### src/rtl/instr_encoder.sv
// Streaming RV32I assembler: scatters a signed immediate into I/S/B/U/J slots and splits wide li-style ADDI into LUI+ADDI.
// Build option: define ENCODER_RANGE_CHECK_EN to flag out-of-range/misaligned immediates and unsupported opcodes on o_err.
module instr_encoder #(
   parameter int INST_SIZE = 32,
   parameter int DATA_SIZE = 32
) (
   input  logic                        i_clk,
   input  logic                        i_rst_n,
   input  logic                        i_in_valid,
   output logic                        o_in_ready,
   input  logic [6:0]                  i_op,
   input  logic [4:0]                  i_rd,
   input  logic [4:0]                  i_rs1,
   input  logic [4:0]                  i_rs2,
   input  logic [2:0]                  i_funct3,
   input  logic [6:0]                  i_funct7,
   input  logic signed [DATA_SIZE-1:0] i_immediate,
   output logic                        o_out_valid,
   input  logic                        i_out_ready,
   output logic [INST_SIZE-1:0]        o_instr,
   output logic                        o_last,
   output logic                        o_err
);

   // state | meaning
   // EMPTY | no word on the output, ready for a request
   // ONE   | single (or final ADDI) word presented, may reload on handshake
   // LUI   | LUI half of a pair presented, ADDI waiting in pend_q

   localparam logic [6:0] OP_LOADS    = 7'b0000011;
   localparam logic [6:0] OP_STORES   = 7'b0100011;
   localparam logic [6:0] OP_ALC_I    = 7'b0010011;
   localparam logic [6:0] OP_BRANCHES = 7'b1100011;
   localparam logic [6:0] OP_LUI      = 7'b0110111;
   localparam logic [6:0] OP_AUIPC    = 7'b0010111;
   localparam logic [6:0] OP_JAL      = 7'b1101111;
   localparam logic [6:0] OP_JALR     = 7'b1100111;
   localparam logic [INST_SIZE-1:0] NOP_WORD = 32'h0000_0013;

`ifdef ENCODER_RANGE_CHECK_EN
   localparam logic RANGE_CHECK = 1'b1;
`else
   localparam logic RANGE_CHECK = 1'b0;
`endif

   typedef enum logic [1:0] {
      ST_EMPTY = 2'd0,
      ST_ONE   = 2'd1,
      ST_LUI   = 2'd2
   } state_t;

   state_t                 state_q, state_d;
   logic                   out_valid_q, out_valid_d;
   logic [INST_SIZE-1:0]   instr_q, instr_d;
   logic                   last_q, last_d;
   logic                   err_q, err_d;
   logic [INST_SIZE-1:0]   pend_q, pend_d;

   logic [31:0]            imm;
   logic                   fit12, fit13, fit21;
   logic [19:0]            lui_hi;
   logic [INST_SIZE-1:0]   enc_word;
   logic [INST_SIZE-1:0]   enc_addi;
   logic                   enc_expand;
   logic                   enc_bad;
   logic                   enc_err;
   logic                   in_ready;
   logic                   accept;
   logic                   handshake;

   assign imm   = i_immediate;
   assign fit12 = (&imm[31:11]) | ~(|imm[31:11]);
   assign fit13 = (&imm[31:12]) | ~(|imm[31:12]);
   assign fit21 = (&imm[31:20]) | ~(|imm[31:20]);
   // (imm + 0x800) >> 12 without a 32-bit adder: round the upper part by imm[11]
   assign lui_hi = imm[31:12] + {19'd0, imm[11]};

   always_comb begin
      enc_word   = NOP_WORD;
      enc_expand = 1'b0;
      enc_bad    = 1'b0;
      enc_addi   = {imm[11:0], i_rd, 3'b000, i_rd, OP_ALC_I};
      case (i_op)
         OP_LOADS, OP_JALR: begin
            enc_word = {imm[11:0], i_rs1, i_funct3, i_rd, i_op};
            enc_bad  = ~fit12;
         end
         OP_ALC_I: begin
            if (i_funct3 == 3'b001 || i_funct3 == 3'b101)
               enc_word = {i_funct7, imm[4:0], i_rs1, i_funct3, i_rd, i_op};
            else
               enc_word = {imm[11:0], i_rs1, i_funct3, i_rd, i_op};
            enc_expand = (i_funct3 == 3'b000) && (i_rs1 == 5'd0) && !fit12;
            enc_bad    = ~fit12 & ~enc_expand;
            if (enc_expand)
               enc_word = {lui_hi, i_rd, OP_LUI};
         end
         OP_STORES: begin
            enc_word = {imm[11:5], i_rs2, i_rs1, i_funct3, imm[4:0], i_op};
            enc_bad  = ~fit12;
         end
         OP_BRANCHES: begin
            enc_word = {imm[12], imm[10:5], i_rs2, i_rs1, i_funct3, imm[4:1], imm[11], i_op};
            enc_bad  = ~fit13 | imm[0];
         end
         OP_LUI, OP_AUIPC: begin
            enc_word = {imm[31:12], i_rd, i_op};
            enc_bad  = |imm[11:0];
         end
         OP_JAL: begin
            enc_word = {imm[20], imm[10:1], imm[11], imm[19:12], i_rd, i_op};
            enc_bad  = ~fit21 | imm[0];
         end
         default: begin
            enc_word = NOP_WORD;
            enc_bad  = 1'b1;
         end
      endcase
      enc_err = RANGE_CHECK & enc_bad;
   end

   always_comb begin
      case (state_q)
         ST_EMPTY: in_ready = 1'b1;
         ST_ONE:   in_ready = i_out_ready;
         default:  in_ready = 1'b0;
      endcase
   end

   assign accept    = i_in_valid & in_ready;
   assign handshake = out_valid_q & i_out_ready;

   always_comb begin
      state_d     = state_q;
      out_valid_d = out_valid_q;
      instr_d     = instr_q;
      last_d      = last_q;
      err_d       = err_q;
      pend_d      = pend_q;
      case (state_q)
         ST_EMPTY, ST_ONE: begin
            if (accept) begin
               out_valid_d = 1'b1;
               instr_d     = enc_word;
               last_d      = ~enc_expand;
               err_d       = enc_expand ? 1'b0 : enc_err;
               pend_d      = enc_addi;
               state_d     = enc_expand ? ST_LUI : ST_ONE;
            end else if (handshake) begin
               out_valid_d = 1'b0;
               state_d     = ST_EMPTY;
            end
         end
         ST_LUI: begin
            if (handshake) begin
               instr_d = pend_q;
               last_d  = 1'b1;
               err_d   = 1'b0;
               state_d = ST_ONE;
            end
         end
         default: begin
            out_valid_d = 1'b0;
            state_d     = ST_EMPTY;
         end
      endcase
   end

   always_ff @(posedge i_clk) begin
      if (!i_rst_n) begin
         state_q     <= ST_EMPTY;
         out_valid_q <= 1'b0;
         instr_q     <= '0;
         last_q      <= 1'b0;
         err_q       <= 1'b0;
         pend_q      <= '0;
      end else begin
         state_q     <= state_d;
         out_valid_q <= out_valid_d;
         instr_q     <= instr_d;
         last_q      <= last_d;
         err_q       <= err_d;
         pend_q      <= pend_d;
      end
   end

   assign o_in_ready  = in_ready;
   assign o_out_valid = out_valid_q;
   assign o_instr     = instr_q;
   assign o_last      = last_q;
   assign o_err       = err_q;

endmodule

### config.mk
export PLATFORM = sky130hd
export DESIGN_NAME = instr_encoder
export DESIGN_NICKNAME = d
export VERILOG_FILES = /design/src/rtl/instr_encoder.sv
export SDC_FILE = /design/constraint.sdc
export NUM_CORES = 1
export LEC_CHECK = 0
export ABC_AREA = 1
export CAP_MARGIN = 10
export CORE_AREA = 2 2 65 128
export CTS_CLUSTER_SIZE = 12
export DETAILED_ROUTE_END_ITERATION = 12
export DIE_AREA = 0 0 67 130
export PLACE_DENSITY = 0.8
export SYNTH_ARGS = -nofsm -noshare
export SYNTH_HDL_FRONTEND = slang
export SYNTH_SLANG_ARGS = --single-unit
### constraint.sdc
create_clock -name i_clk -period 2.45 [get_ports i_clk]
set_input_delay 0.49 -clock i_clk [delete_from_list [all_inputs] [get_ports i_clk]]
set_output_delay 0.49 -clock i_clk [all_outputs]
set_load 0.02 [all_outputs]
==> impl_metrics.json, run 1 <==
{
  "outcome": "completed",
  "post_drt_wl_per_cell_um": 15.07,
  "grt_pass1_wl_um": 19860,
  "end_kind": "flop",
  "grt_max_degree": 32,
  "hold_violations": 0,
  "crit_type": "input port to flop",
  "clock.fmax_mhz": 425.3,
  "hold_ws_ns": 0.4547,
  "drc": 0,
  "clkSinkCount": 54,
  "finalMaxSlewViolations": 0,
  "detail-route-antenna-nets": 0,
  "io_pins": 104,
  "design.core.area_sq_um": 7828,
  "ys_ff_latch": 54,
  "nets": 811,
  "syn_to_final_growth_pct": 45.88,
  "num_vias": 4424,
  "worstSetupStartpointType": "input port",
  "syn_nets": 662,
  "cts_root_buf": "clkbuf_16",
  "finalSetupViolCount": 0,
  "dp_hpwl_um": 9907,
  "clk_pin_slew_ns": 0.07,
  "register_area_sq_um": 1081,
  "p_leak_nw": 2.348,
  "arrival_ns": 2.59,
  "drt_first_iter_violations": 337,
  "synthTopCellsByArea": "dfxtp_1 30%, nand2_1 16%, nor2_1 9.5%",
  "r2r_setup_slack_ns": 0.65,
  "global_route.overflow_total": 0,
  "antennaDiodeCount": 0,
  "finalWeightedCongestion": 1.053,
  "core.rowCount": 46,
  "final_cells": 837,
  "syn_avg_cell_area_sq_um": 6.110,
  "insertion_delay_ns": 0.29,
  "initial_core_util_pct": 46.13,
  "htreeDepth": 2,
  "cp.required_ns": 2.69,
  "cts-hold-fix-buffers": 0,
  "cts_buffers": 5,
  "vdd_drop_max_mv": 0.3898,
  "gr-usage-all-layers_pct": 29.31,
  "vias_per_cell": 5.286,
  "synth_warnings": 0,
  "netlist_area_sq_um": 3611,
  "first_pass_iters": 5,
  "die_w_um": 67,
  "multiInputGateArea_sq_um": 2158,
  "synth_top_area_cell": "dfxtp_1",
  "synth_cell_types": 34,
  "cp_max_fo": 4,
  "die_h_um": 130,
  "fin_worst_skew_ns": 0.006044,
  "min_path_type": "flop to flop",
  "drive_above_1_share_pct": 12.82,
  "netlist_instances": 591,
  "antenna_found_initial": 0,
  "cts_tree": "built",
  "worst_pin_slew_ns": 0.5004,
  "fill_cells": 709,
  "timing.slew.headroom_pct": 66.29,
  "p_per_area_nw_per_um2": 394.6,
  "die-area_sq_um": 8710,
  "fin_crit_sh_pct": 95.98,
  "synth_top_area_share_pct": 29.94,
  "clock_path_buffers": 2,
  "period_needed_ns": 2.352,
  "wl_um": 12610,
  "synth_seq_area_share_pct": 29.94,
  "grt_pass1_vias": 4246,
  "drv_cap": 0,
  "portBuffers": 102,
  "placed_cells_incl_taps": 829
}
cells by family after synthesis:
logic type	count (synthesis)	share of synthesized area (%)
compound gates	127	19.06
xor+xnor	11	2.668
fa+ha+maj	3	1.040
buf+inv	91	10.71
flops	54	29.94
other cells	1	0.1039
simple gates	304	36.49
registers in the layout (all words and copies together), names as in the netlist:
name	cells
o_instr	32
o_last	1
o_out_valid	1
pend_q	18
state_q	2
metrics by stage:
step           total power, mW  cell area (sq um)  worst slack, ns  setup TNS, ns  util (%)
2_1_floorplan            1.127               3611           0.5764              0         -
3_3_place_gp             1.372               5102          -0.2604         -1.306     65.19
3_5_place_dp             1.378               5102          -0.2565         -1.930     65.19
4_1_cts                  2.074               5253          0.03253              0     67.10
5_1_grt                  2.162               5268         -0.03446       -0.04376     67.30
6_report                 2.079               5268          0.09847              0     67.30
placed cells by master, fill, tap and decap left out, types with 30 or more instances in the layout:
cell,count
o21ai_0,38
buf_4,61
nand2_1,151
nand3_1,30
nor2_1,90
clkdlybuf4s50_1,102
dfxtp_1,54
inv_1,63
a21oi_1,66
report_power, final:
part           internal, mW  switching [mW]  total [mW]
Clock                 0.384           0.325       0.710
Sequential            0.911          0.0174       0.928
Combinational         0.213           0.228       0.441
Total                  1.51           0.570        2.08
worst max-delay path, stage by stage:
cell	delay, ns
clkdlybuf4s50_1	0.54
ha_2	0.23
ha_1	0.19
nand3_1	0.17
nor2_4	0.16
nand3_1	0.11
xor2_1	0.16
o21bai_1	0.24
nand2_1	0.10
nand3_1	0.09
nand2_1	0.05
inv_1	0.04
per-layer routing:
| layer | vias to the layer above | global-route usage, % | share of wire, % |
|---|---|---|---|
| met3 | 36 | 3.707 | 6.3 |
| li1 | 2191 | - | - |
| met2 | 214 | 51.37 | 50 |
| met4 | 0 | 12.48 | 4.6 |
| met5 | - | 0 | 0 |
| met1 | 1983 | 34.94 | 39 |
area by class of cell:
type | count | share of cell area (%)
flip-flops and latches | 54 | 20.52
repair buffers | 164 | 28.46
well taps | 96 | 2.280
clock inverters | 3 | 0.4751
clock buffers | 5 | 2.375
inverters | 69 | 4.917
multi-input cells | 446 | 40.97
repair_timing:
action                                  4_1_cts  5_1_grt
endpoints found under the setup margin        0        5
endpoints found under the hold margin         0        0
gates resized for setup                       0        5
setup buffers                                 0        0
synthesized netlist by cell type:
cell type,n
inv_1,63
a22oi_1,11
buf_6,3
o21a_1,1
buf_4,5
nand4_4,1
and2_1,1
nor2_1,91
nand3b_1,4
clkbuf_1,11
conb_1,1
o21ai_0,39
a21oi_2,2
o211ai_1,2
nand3_2,2
nor2_2,2
nand2_1,151
a21oi_1,66
xor2_1,11
nor4_1,1
nand2_2,5
nand3_4,1
ha_1,3
nand3_1,30
nor3_1,4
nor2_4,3
dfxtp_1,54
buf_2,3
clkinv_1,1
nand4_1,7
o21ai_1,2
inv_2,5
nor3_4,1
o21bai_1,4
path summary, 6_finish.rpt:
path	start	end	depth (start not counted)
worst max register to register	state_q[1]$_SDFFE_PN0P_	o_instr[25]$_SDFFE_PN0P_	9
worst max-delay path	i_immediate[11]	o_instr[24]$_SDFFE_PN0P_	12
worst min-delay path	pend_q[17]$_SDFFE_PN0P_	pend_q[17]$_SDFFE_PN0P_	2
worst min register to register	pend_q[17]$_SDFFE_PN0P_	pend_q[17]$_SDFFE_PN0P_	2
Note: power is estimated with default switching activity, not from simulation.
==> run 2, diff against run 1 <==
--- a/config.mk
+++ b/config.mk
@@ -7,11 +7,11 @@
 export LEC_CHECK = 0
 export ABC_AREA = 1
 export CAP_MARGIN = 10
-export CORE_AREA = 2 2 65 128
+export CORE_AREA = 2 2 64 126
 export CTS_CLUSTER_SIZE = 12
 export DETAILED_ROUTE_END_ITERATION = 12
-export DIE_AREA = 0 0 67 130
-export PLACE_DENSITY = 0.8
+export DIE_AREA = 0 0 66 128
+export DONT_BUFFER_PORTS = 1
 export SYNTH_ARGS = -nofsm -noshare
 export SYNTH_HDL_FRONTEND = slang
 export SYNTH_SLANG_ARGS = --single-unit
==> run 2 against run 1 <==
Combinational power is 50% lower. Maximum frequency is 16% higher. Non-clock buffer count is 152 lower. Critical path depth is 3 lower. Critical endpoint is now o_instr[21]$_SDFFE_PN0P_. Register-to-register slack worse by 0.23 ns. Worst hold slack worse by 0.16 ns. Sequential share of layout area is 7.2 points higher. Largest power group unchanged. Via count is 15% lower. First-iteration DRC count is 29% lower. Core utilization is 16 points lower.
==> impl_metrics.json, run 2 (same netlist as run 1, synthesis figures left out) <==
{
  "p_leak_nw": 1.749,
  "cts_tree": "built",
  "drive_above_1_share_pct": 7.131,
  "fin_worst_skew_ns": 0.006664,
  "arrival_ns": 2.23,
  "htreeDepth": 2,
  "power.total_mw": 2.095,
  "r2r_setup_slack_ns": 0.42,
  "vias_per_cell": 5.523,
  "rsz0062_at_grt": "false",
  "register_area_sq_um": 1081,
  "cts-hold-fix-buffers": 0,
  "rr_worst_depth": 9,
  "post_drt_wl_per_cell_um": 18.65,
  "hold_violations": 0,
  "finalWeightedCongestion": 0.9391,
  "nets": 659,
  "clock.fmax_mhz": 493.5,
  "period_needed_ns": 2.026,
  "timing.final.ws_setup_ns": 0.4236,
  "dp_hpwl_um": 10360,
  "io_pins": 104,
  "wl_um": 12740,
  "die_h_um": 128,
  "crit_end": "o_instr[21]$_SDFFE_PN0P_",
  "dpl_worst_slack_ns": 0.3175,
  "cts_root_buf": "clkbuf_16",
  "clock_path_buffers": 2,
  "cts_buffers": 5,
  "cp_max_fo": 31,
  "final_cell_mix": "151 x nand2_1, 91 x nor2_1, 66 x a21oi_1",
  "r2r_end": "o_instr[21]$_SDFFE_PN0P_",
  "drc": 0,
  "cp.required_ns": 2.65,
  "vdd_drop_max_mv": 0.3856,
  "p_per_area_nw_per_um2": 536.9,
  "num_vias": 3772,
  "end_kind": "flop",
  "grt_pass1_vias": 3832,
  "fin_crit_sh_pct": 82.71,
  "post_cts_buffers": 0,
  "antennaDiodeCount": 0,
  "multiInputGateArea_sq_um": 2143,
  "global_route.overflow_total": 0,
  "finalMaxSlewViolations": 0,
  "grt_max_degree": 32,
  "largest_reg_flops": 32,
  "gr-usage-all-layers_pct": 31.45,
  "initial_core_util_pct": 47.86,
  "core.rowCount": 45,
  "portBuffers": 0,
  "antenna_found_initial": 0,
  "die_w_um": 66,
  "crit_type": "flop to flop",
  "cts_resized": 0,
  "outcome": "completed",
  "worst_pin_slew_ns": 0.6283,
  "drv_cap": 0,
  "cp-startpoint": "state_q[1]$_SDFFE_PN0P_",
  "drt_first_iter_violations": 240,
  "clkSinkCount": 54,
  "design.core.area_sq_um": 7545,
  "worstSetupStartpointType": "flop",
  "layout_commonest_cell": "nand2_1",
  "timing.slew.headroom_pct": 57.96,
  "min_path_type": "input port to flop",
  "tns_ns": 0,
  "hold_ws_ns": 0.2940,
  "grt_pass1_wl_um": 19770,
  "first_pass_iters": 5,
  "die-area_sq_um": 8448,
  "finalSetupViolCount": 0,
  "fill_cells": 830,
  "insertion_delay_ns": 0.30,
  "detail-route-antenna-nets": 0,
  "worst_r2r_startpoint": "state_q[1]$_SDFFE_PN0P_",
  "clk_pin_slew_ns": 0.07,
  "syn_to_final_growth_pct": 8.073
}
-- run 2: how the worst min path moves through the flow --
stage	startpoint	to	cells past startpoint
6_report	i_rst_n	o_instr[22]$_SDFFE_PN0P_	2
3_3_place_gp	pend_q[18]$_SDFFE_PN0P_	pend_q[18]$_SDFFE_PN0P_	2
4_1_cts	i_rst_n	o_instr[21]$_SDFFE_PN0P_	2
5_1_grt	i_rst_n	o_instr[23]$_SDFFE_PN0P_	2
3_5_place_dp	pend_q[15]$_SDFFE_PN0P_	pend_q[15]$_SDFFE_PN0P_	2
2_1_floorplan	pend_q[15]$_SDFFE_PN0P_	pend_q[15]$_SDFFE_PN0P_	2
-- run 2: final cells by class --
cell class                 count  area share, %
inverter                      69          6.637
clock buffer                   6          3.559
multi-input combinational    446          54.92
timing repair buffer          12          2.629
tap                           94          3.014
sequential                    54          27.70
clock inverter                 2          1.539
-- run 2: stage by stage --
stage / instance area (sq um) / std cells / util, %
finish: 3902 / 683 / 51.72
global route: 3902 / 683 / 51.72
CTS: 3902 / 683 / 51.72
detailed placement: 3704 / 675 / 49.09
global placement: 3704 / 675 / 49.09
floorplan: 3611 / 591 / -
-- run 2: report_power, final --
part           internal, mW  switching [mW]
Combinational        0.0686           0.152
Clock                 0.614           0.321
Sequential            0.911          0.0293
Total                  1.59           0.502
-- run 2: metal layers --
metal	track usage (%)	share of wire (%)	vias to the layer above
met4	18.49	5.4	0
met2	59.00	55	147
li1	-	-	1888
met1	30.93	34	1706
met5	0	0	-
met3	5.268	5.9	31
-- run 2: worst max-delay path: stages, from the launching register on --
cell and delay (ns):
dfxtp_1 0.37, inv_1 0.08, nor2_2 0.23, inv_2 0.16, a21oi_2 0.35, inv_2 0.32
a22oi_1 0.24, nand3_1 0.10, nand2_1 0.06, inv_1 0.03
